==> config.mk <==
export PLATFORM = sky130hd
export DESIGN_NAME = ddr_512b_pkt_gen
export DESIGN_NICKNAME = d
export VERILOG_FILES = /design/src/rtl/ddr_512b_pkt_gen.sv
export SDC_FILE = /design/constraint.sdc
export NUM_CORES = 1
export LEC_CHECK = 0
export ABC_AREA = 0
export CORE_ASPECT_RATIO = 0.8
export CORE_MARGIN = 4
export CORE_UTILIZATION = 35
export DETAILED_ROUTE_END_ITERATION = 16
export GPL_TIMING_DRIVEN = 0
export PLACE_DENSITY = 0.6
export REMOVE_ABC_BUFFERS = 1
export SLEW_MARGIN = 20
export SYNTH_ARGS = -nofsm -noshare
export SYNTH_HDL_FRONTEND = slang
export SYNTH_SLANG_ARGS = --single-unit
==> constraint.sdc <==
create_clock -name clk -period 6.26 [get_ports clk]
set_input_delay 0.626 -clock clk [delete_from_list [all_inputs] [get_ports clk]]
set_output_delay 0.626 -clock clk [all_outputs]
set_load 0.005 [all_outputs]
==> src/rtl/ddr_512b_pkt_gen.sv <==
// Framed packet source for the 512-bit DDR path: encoder header, ADC ramp payload, end-flag beat.
// Drives a registered AXIS master. A one-shot error injection corrupts a single payload beat.

module ddr_512b_pkt_gen_lane #(
    parameter int IDX = 0
) (
    input  logic [15:0] base,
    output logic [15:0] val
);
    assign val = base + 16'(IDX);
endmodule

module ddr_512b_pkt_gen #(
    parameter int DATA_WD = 512,
    parameter int HEAD_WD = 64
) (
    input  logic               clk,
    input  logic               rst_n,
    input  logic               cfg_rst,
    input  logic               cfg_en,
    input  logic [15:0]        cfg_pkt_beats,
    input  logic [7:0]         cfg_gap,
    input  logic [15:0]        cfg_pkt_num,
    input  logic               cfg_err_inj,
    output logic [DATA_WD-1:0] m_axis_tdata,
    output logic               m_axis_tvalid,
    output logic               m_axis_tlast,
    input  logic               m_axis_tready,
    output logic [31:0]        pkt_cnt,
    output logic               busy
);
    localparam int NUM_LANES = DATA_WD / 16;
    localparam logic [63:0] END_WORD = 64'h5A5ADEAD_0000FFFF;
    localparam logic [HEAD_WD-1:0] ENC_SKIP = HEAD_WD'(64'h5A5ADEAD_0000FFFF);

    typedef enum logic [2:0] {IDLE, HEAD, DATA, TAIL, GAP} state_t;

    state_t              state, state_n;
    logic [15:0]         beats_lat, num_lat, run_cnt, run_n, beat_cnt, beat_n;
    logic [7:0]          gap_lat, gap_cnt, gap_n;
    logic [HEAD_WD-1:0]  enc_cnt, enc_n, enc_step;
    logic [15:0]         adc_cnt, adc_n;
    logic [31:0]         pkt_n;
    logic                err_pend, err_pend_n, cur_bad, cur_bad_n;
    logic                latch, hs, load, flip, srst;
    logic [DATA_WD-1:0]  tdata_n;
    logic                tvalid_n, tlast_n;
    logic [NUM_LANES-1:0][15:0] lanes;

    assign srst = ~rst_n | cfg_rst;
    assign hs   = m_axis_tvalid & m_axis_tready;
    // The output register is free for a new beat when empty or being consumed.
    assign load = ~m_axis_tvalid | hs;
    assign enc_step = (enc_cnt + HEAD_WD'(1) == ENC_SKIP) ? enc_cnt + HEAD_WD'(2)
                                                         : enc_cnt + HEAD_WD'(1);

    genvar gi;
    generate
        for (gi = 0; gi < NUM_LANES; gi++) begin : g_lane
            ddr_512b_pkt_gen_lane #(.IDX(gi)) u_lane (.base(adc_n), .val(lanes[gi]));
        end
    endgenerate

    always_comb begin
        state_n = state;
        enc_n   = enc_cnt;
        adc_n   = adc_cnt;
        beat_n  = beat_cnt;
        gap_n   = gap_cnt;
        run_n   = run_cnt;
        pkt_n   = pkt_cnt;
        latch   = 1'b0;
        case (state)
            IDLE: if (cfg_en) begin
                state_n = HEAD;
                latch   = 1'b1;
                run_n   = 16'd0;
            end
            HEAD: if (hs) begin
                state_n = DATA;
                enc_n   = enc_step;
                beat_n  = 16'd0;
            end
            DATA: if (hs) begin
                adc_n  = adc_cnt + 16'd32;
                beat_n = beat_cnt + 16'd1;
                if (beat_cnt + 16'd1 == beats_lat) state_n = TAIL;
            end
            TAIL: if (hs) begin
                pkt_n = pkt_cnt + 32'd1;
                run_n = run_cnt + 16'd1;
                gap_n = 8'd0;
                if (gap_lat != 8'd0)
                    state_n = GAP;
                else if (!cfg_en || (num_lat != 16'd0 && run_cnt + 16'd1 == num_lat))
                    state_n = IDLE;
                else
                    state_n = HEAD;
            end
            GAP: begin
                gap_n = gap_cnt + 8'd1;
                if (gap_cnt == gap_lat - 8'd1)
                    state_n = (!cfg_en || (num_lat != 16'd0 && run_cnt == num_lat)) ? IDLE : HEAD;
            end
            default: state_n = IDLE;
        endcase
    end

    // A pending injection lands on the next payload beat loaded after it was sampled,
    // never on the beat whose handshake clears it.
    always_comb begin
        err_pend_n = (err_pend & ~(hs & cur_bad)) | (cfg_err_inj & ~err_pend);
        flip       = err_pend & ~(hs & cur_bad);
        tdata_n    = m_axis_tdata;
        tvalid_n   = m_axis_tvalid;
        tlast_n    = m_axis_tlast;
        cur_bad_n  = cur_bad;
        if (load) begin
            tdata_n   = '0;
            tvalid_n  = 1'b0;
            tlast_n   = 1'b0;
            cur_bad_n = 1'b0;
            case (state_n)
                HEAD: begin
                    tdata_n  = DATA_WD'(enc_n);
                    tvalid_n = 1'b1;
                end
                DATA: begin
                    tdata_n   = lanes ^ DATA_WD'(flip);
                    tvalid_n  = 1'b1;
                    cur_bad_n = flip;
                end
                TAIL: begin
                    tdata_n  = {(DATA_WD/64){END_WORD}};
                    tvalid_n = 1'b1;
                    tlast_n  = 1'b1;
                end
                default: ;
            endcase
        end
    end

    always_ff @(posedge clk) begin
        if (srst) begin
            state         <= IDLE;
            beats_lat     <= 16'd1;
            gap_lat       <= 8'd0;
            num_lat       <= 16'd0;
            run_cnt       <= 16'd0;
            beat_cnt      <= 16'd0;
            gap_cnt       <= 8'd0;
            enc_cnt       <= '0;
            adc_cnt       <= 16'd0;
            pkt_cnt       <= 32'd0;
            err_pend      <= 1'b0;
            cur_bad       <= 1'b0;
            m_axis_tdata  <= '0;
            m_axis_tvalid <= 1'b0;
            m_axis_tlast  <= 1'b0;
            busy          <= 1'b0;
        end else begin
            state    <= state_n;
            run_cnt  <= run_n;
            beat_cnt <= beat_n;
            gap_cnt  <= gap_n;
            enc_cnt  <= enc_n;
            adc_cnt  <= adc_n;
            pkt_cnt  <= pkt_n;
            err_pend <= err_pend_n;
            cur_bad  <= cur_bad_n;
            if (latch) begin
                beats_lat <= (cfg_pkt_beats == 16'd0) ? 16'd1 : cfg_pkt_beats;
                gap_lat   <= cfg_gap;
                num_lat   <= cfg_pkt_num;
            end
            m_axis_tdata  <= tdata_n;
            m_axis_tvalid <= tvalid_n;
            m_axis_tlast  <= tlast_n;
            busy          <= (state_n != IDLE);
        end
    end
endmodule

==> run_results.csv <==
group,metric,value,unit
worst_setup_path,required,6.67,ns
synthesis,synth_xor_area_share,8.02,%
detailed_routing,drt-pass1-iter-count,5,
global_route,overflow,0,
timing,report.final.slew_viol_count,0,
place,dpl.cell_count,3071,
die,start_util,35.4,%
clock_network,insertion_delay,0.54,ns
clock_network,cts_setup_buffers,0,
die,row_count,74,
global_route,grt_pass1_vias,15200,
power_and_ir_drop,p_leak,7.37,nW
synthesis,seq_area_frac_synth,31.4,%
global_route,antenna_found_initial,3,
global_route,grt_pass1_wl,96100,um
worst_hold_path,hold_path_class,"reg -> reg",
timing,skew,0.0190,ns
worst_setup_path,worstPathArrival,5.95,ns
timing,layout_min_cycle_time,5.54,ns
clock_network,cts.clk_slew.worst_paths,0.06,ns
synthesis,synthMuxAreaShare,0.754,%
synthesis,synth_compound_area_share,12.8,%
timing,relSlewSlack,24.3,%
timing,timing_hold_violations_final,0,
synthesis,synth_area,18100,sq um
synthesis,synth_async_sr_flop_share,0,%
power_and_ir_drop,ir_drop,0.148,mV
detailed_routing,route.final.wire_length,65700,um
synthesis,syn_area_per_cell,7.73,sq um
detailed_routing,wl_per_cell,21.0,um
clock_network,cts_buffer_depth,3,
die,core_area,51100,sq um
synthesis,ys_warn_count,0,
layout,fin_nets,2478,
timing,fmax,180,MHz
synthesis,synthFlopType,"dfxtp_1",
worst_hold_path,whs_path_depth,2,
synthesis,synthAdderAreaFrac,0.622,%
place,place.gp.congestion,0.937,
detailed_routing,final_antenna_net_count,0,
power_and_ir_drop,power_density,180,nW/um^2
clock_network,root_buffer,"clkbuf_16",
clock_network,h-tree-depth,2,
synthesis,ys_types,80,
layout,area_growth_syn_to_layout,24.4,%
global_route,grt_usage,22.3,%
die,fp.dieW,262,um
clock_network,cts_tree,"done",
synthesis,synth-edff-count,0,
layout,final_cells,3129,
die,num_io_pins,593,
status,status,"finished, final reports clean",
synthesis,synthSimpleGateAreaFrac,25.1,%
worst_setup_path,r2r_cells,12,
job,cap_violations,0,
clock_network,clock_sinks,284,
clock_network,post_cts_resized,0,
timing,setup-violations-final,0,
layout,drive_gt1_share,4.79,%
detailed_routing,vias,16400,
worst_setup_path,critPathKind,"reg -> reg",
synthesis,synth_top_family_by_area,"simple AND/OR/NAND/NOR gates",
clock_network,cts_hold_repair.buffers,0,
die,dieArea,55400,sq um
clock_network,numCtsBuffers,34,
worst_setup_path,crit_fanout,15,
power_and_ir_drop,p_total,4.05,mW
synthesis,ys_ff_latch,284,
timing,min_period_over_period,88.5,%
detailed_routing,drtIter0Drc,1432,
timing,tightestPinTransition,1.13,ns
detailed_routing,drc,0,
timing,timing.setup.tns,0,ns
worst_setup_path,cp-start-kind,"flip-flop",
detailed_routing,via_per_inst,5.25,
worst_setup_path,crit_path_end_kind,"flip-flop",
place,hpwlAfterDp,50700,um
global_route,grt_max_degree,67,
timing,rsz0062_at_grt,"no",
die,die_height,211,um
synthesis,syn_inst,2339,
place,portBuffers,570,
==> final cells by class <==
cell class / instances / area [sq um]
Fill cell: 4960 / 28600
Clock inverter: 12 / 143
Multi-Input combinational cell: 1489 / 8710
Inverter: 24 / 90.1
Timing Repair Buffer: 590 / 6030
Sequential cell: 284 / 5690
Tap cell: 684 / 856
Antenna cell: 1 / 2.50
Clock buffer: 45 / 973
==> metal layers <==
| layer | wire (um) | up-vias | GRT usage [%] |
|---|---|---|---|
| met5 | 0 | - | 0 |
| met4 | 1040 | 0 | 4.65 |
| met3 | 5540 | 62 | 4.38 |
| met2 | 28500 | 707 | 33.6 |
| met1 | 30600 | 7873 | 33.0 |
| li1 | - | 7800 | - |
==> sequential cells by signal (all words and copies together), names as in the netlist <==
name,cells
busy,1
beats_lat,16
m_axis_tdata,89
run_cnt,16
gap_cnt,8
m_axis_tlast,1
adc_cnt,11
err_pend,1
state,3
m_axis_tvalid,1
cur_bad,1
enc_cnt,64
num_lat,16
gap_lat,8
pkt_cnt,32
beat_cnt,16
==> report_power, final <==
part / internal [mW] / switching [mW] / total, mW
Clock: 1.22 / 0.802 / 2.02
Combinational: 0.0797 / 0.126 / 0.206
Sequential: 1.82 / 0.0133 / 1.83
==> worst max-delay path: stages (launching register included) <==
cell     delay (ns)
dfxtp_1        0.81
nand3_1        0.58
nor3_1         0.90
a31oi_1        0.34
nor3_1         0.31
nand4_1        0.17
or4_4          0.60
nor4_4         0.72
buf_6          0.26
buf_6          0.16
nor2_1         0.22
a22oi_1        0.24
nor2_1         0.05
==> Yosys cell counts, drive strengths merged (24+ instances only) <==
cell	number	area [sq um]
nor2	211	792
buf	456	3350
clkbuf	107	403
or3	29	181
nand3	81	405
xor2	72	631
a21oi	156	781
nor4	52	395
and3	25	156
xnor2	91	797
nand4	79	522
nor3	58	300
inv	24	90.1
nand2	265	995
o21ai	79	395
dfxtp	284	5690
==> kinds of logic (layout without fill, tap and decap cells) <==
group                    after synthesis  after routing
XOR/XNOR                             164            164
AO/OA/AOI/OAI                        377            377
multiplexers                          13             13
adder cells (fa/ha/maj)                9              9
flip-flops                           284            284
buffers and inverters                587            671
other                                  1             23
AND/OR/NAND/NOR                      904            904
==> worst paths after layout <==
path,start,endpoint,slack [ns]
min,m_axis_tdata[43]$_SDFFE_PP0P_,m_axis_tdata[43]$_SDFFE_PP0P_,0.45
max reg2reg,enc_cnt[35]$_SDFF_PP0_,enc_cnt[22]$_SDFF_PP0_,0.72
min reg2reg,m_axis_tdata[43]$_SDFFE_PP0P_,m_axis_tdata[43]$_SDFFE_PP0P_,0.45
max,enc_cnt[35]$_SDFF_PP0_,enc_cnt[22]$_SDFF_PP0_,0.72
==> cells in the final DEF, fill, tap and decap left out, drive strengths merged, types with 72 or more instances in the layout <==
cell | Yosys | final
nand3 | 81 | 81
clkdlybuf4s50 | 0 | 570
dfxtp | 284 | 284
a21oi | 156 | 156
xnor2 | 91 | 91
nor2 | 211 | 211
nand4 | 79 | 79
xor2 | 72 | 72
o21ai | 79 | 79
nand2 | 265 | 265
==> metrics by stage <==
| step | utilization (%) | instance area [sq um] | hold slack [ns] | setup WS, ns |
|---|---|---|---|---|
| 2_1_floorplan | - | 14400 | 0.439 | -1.13 |
| 3_3_place_gp | 41.0 | 21000 | 0.441 | -9.12 |
| 3_5_place_dp | 41.8 | 21400 | 0.436 | 0.889 |
| 4_1_cts | 44.0 | 22500 | 0.448 | 0.863 |
| 5_1_grt | 44.0 | 22500 | 0.482 | 0.616 |
| 6_report | 44.0 | 22500 | 0.448 | 0.718 |
(Power assumes the default switching activity.)
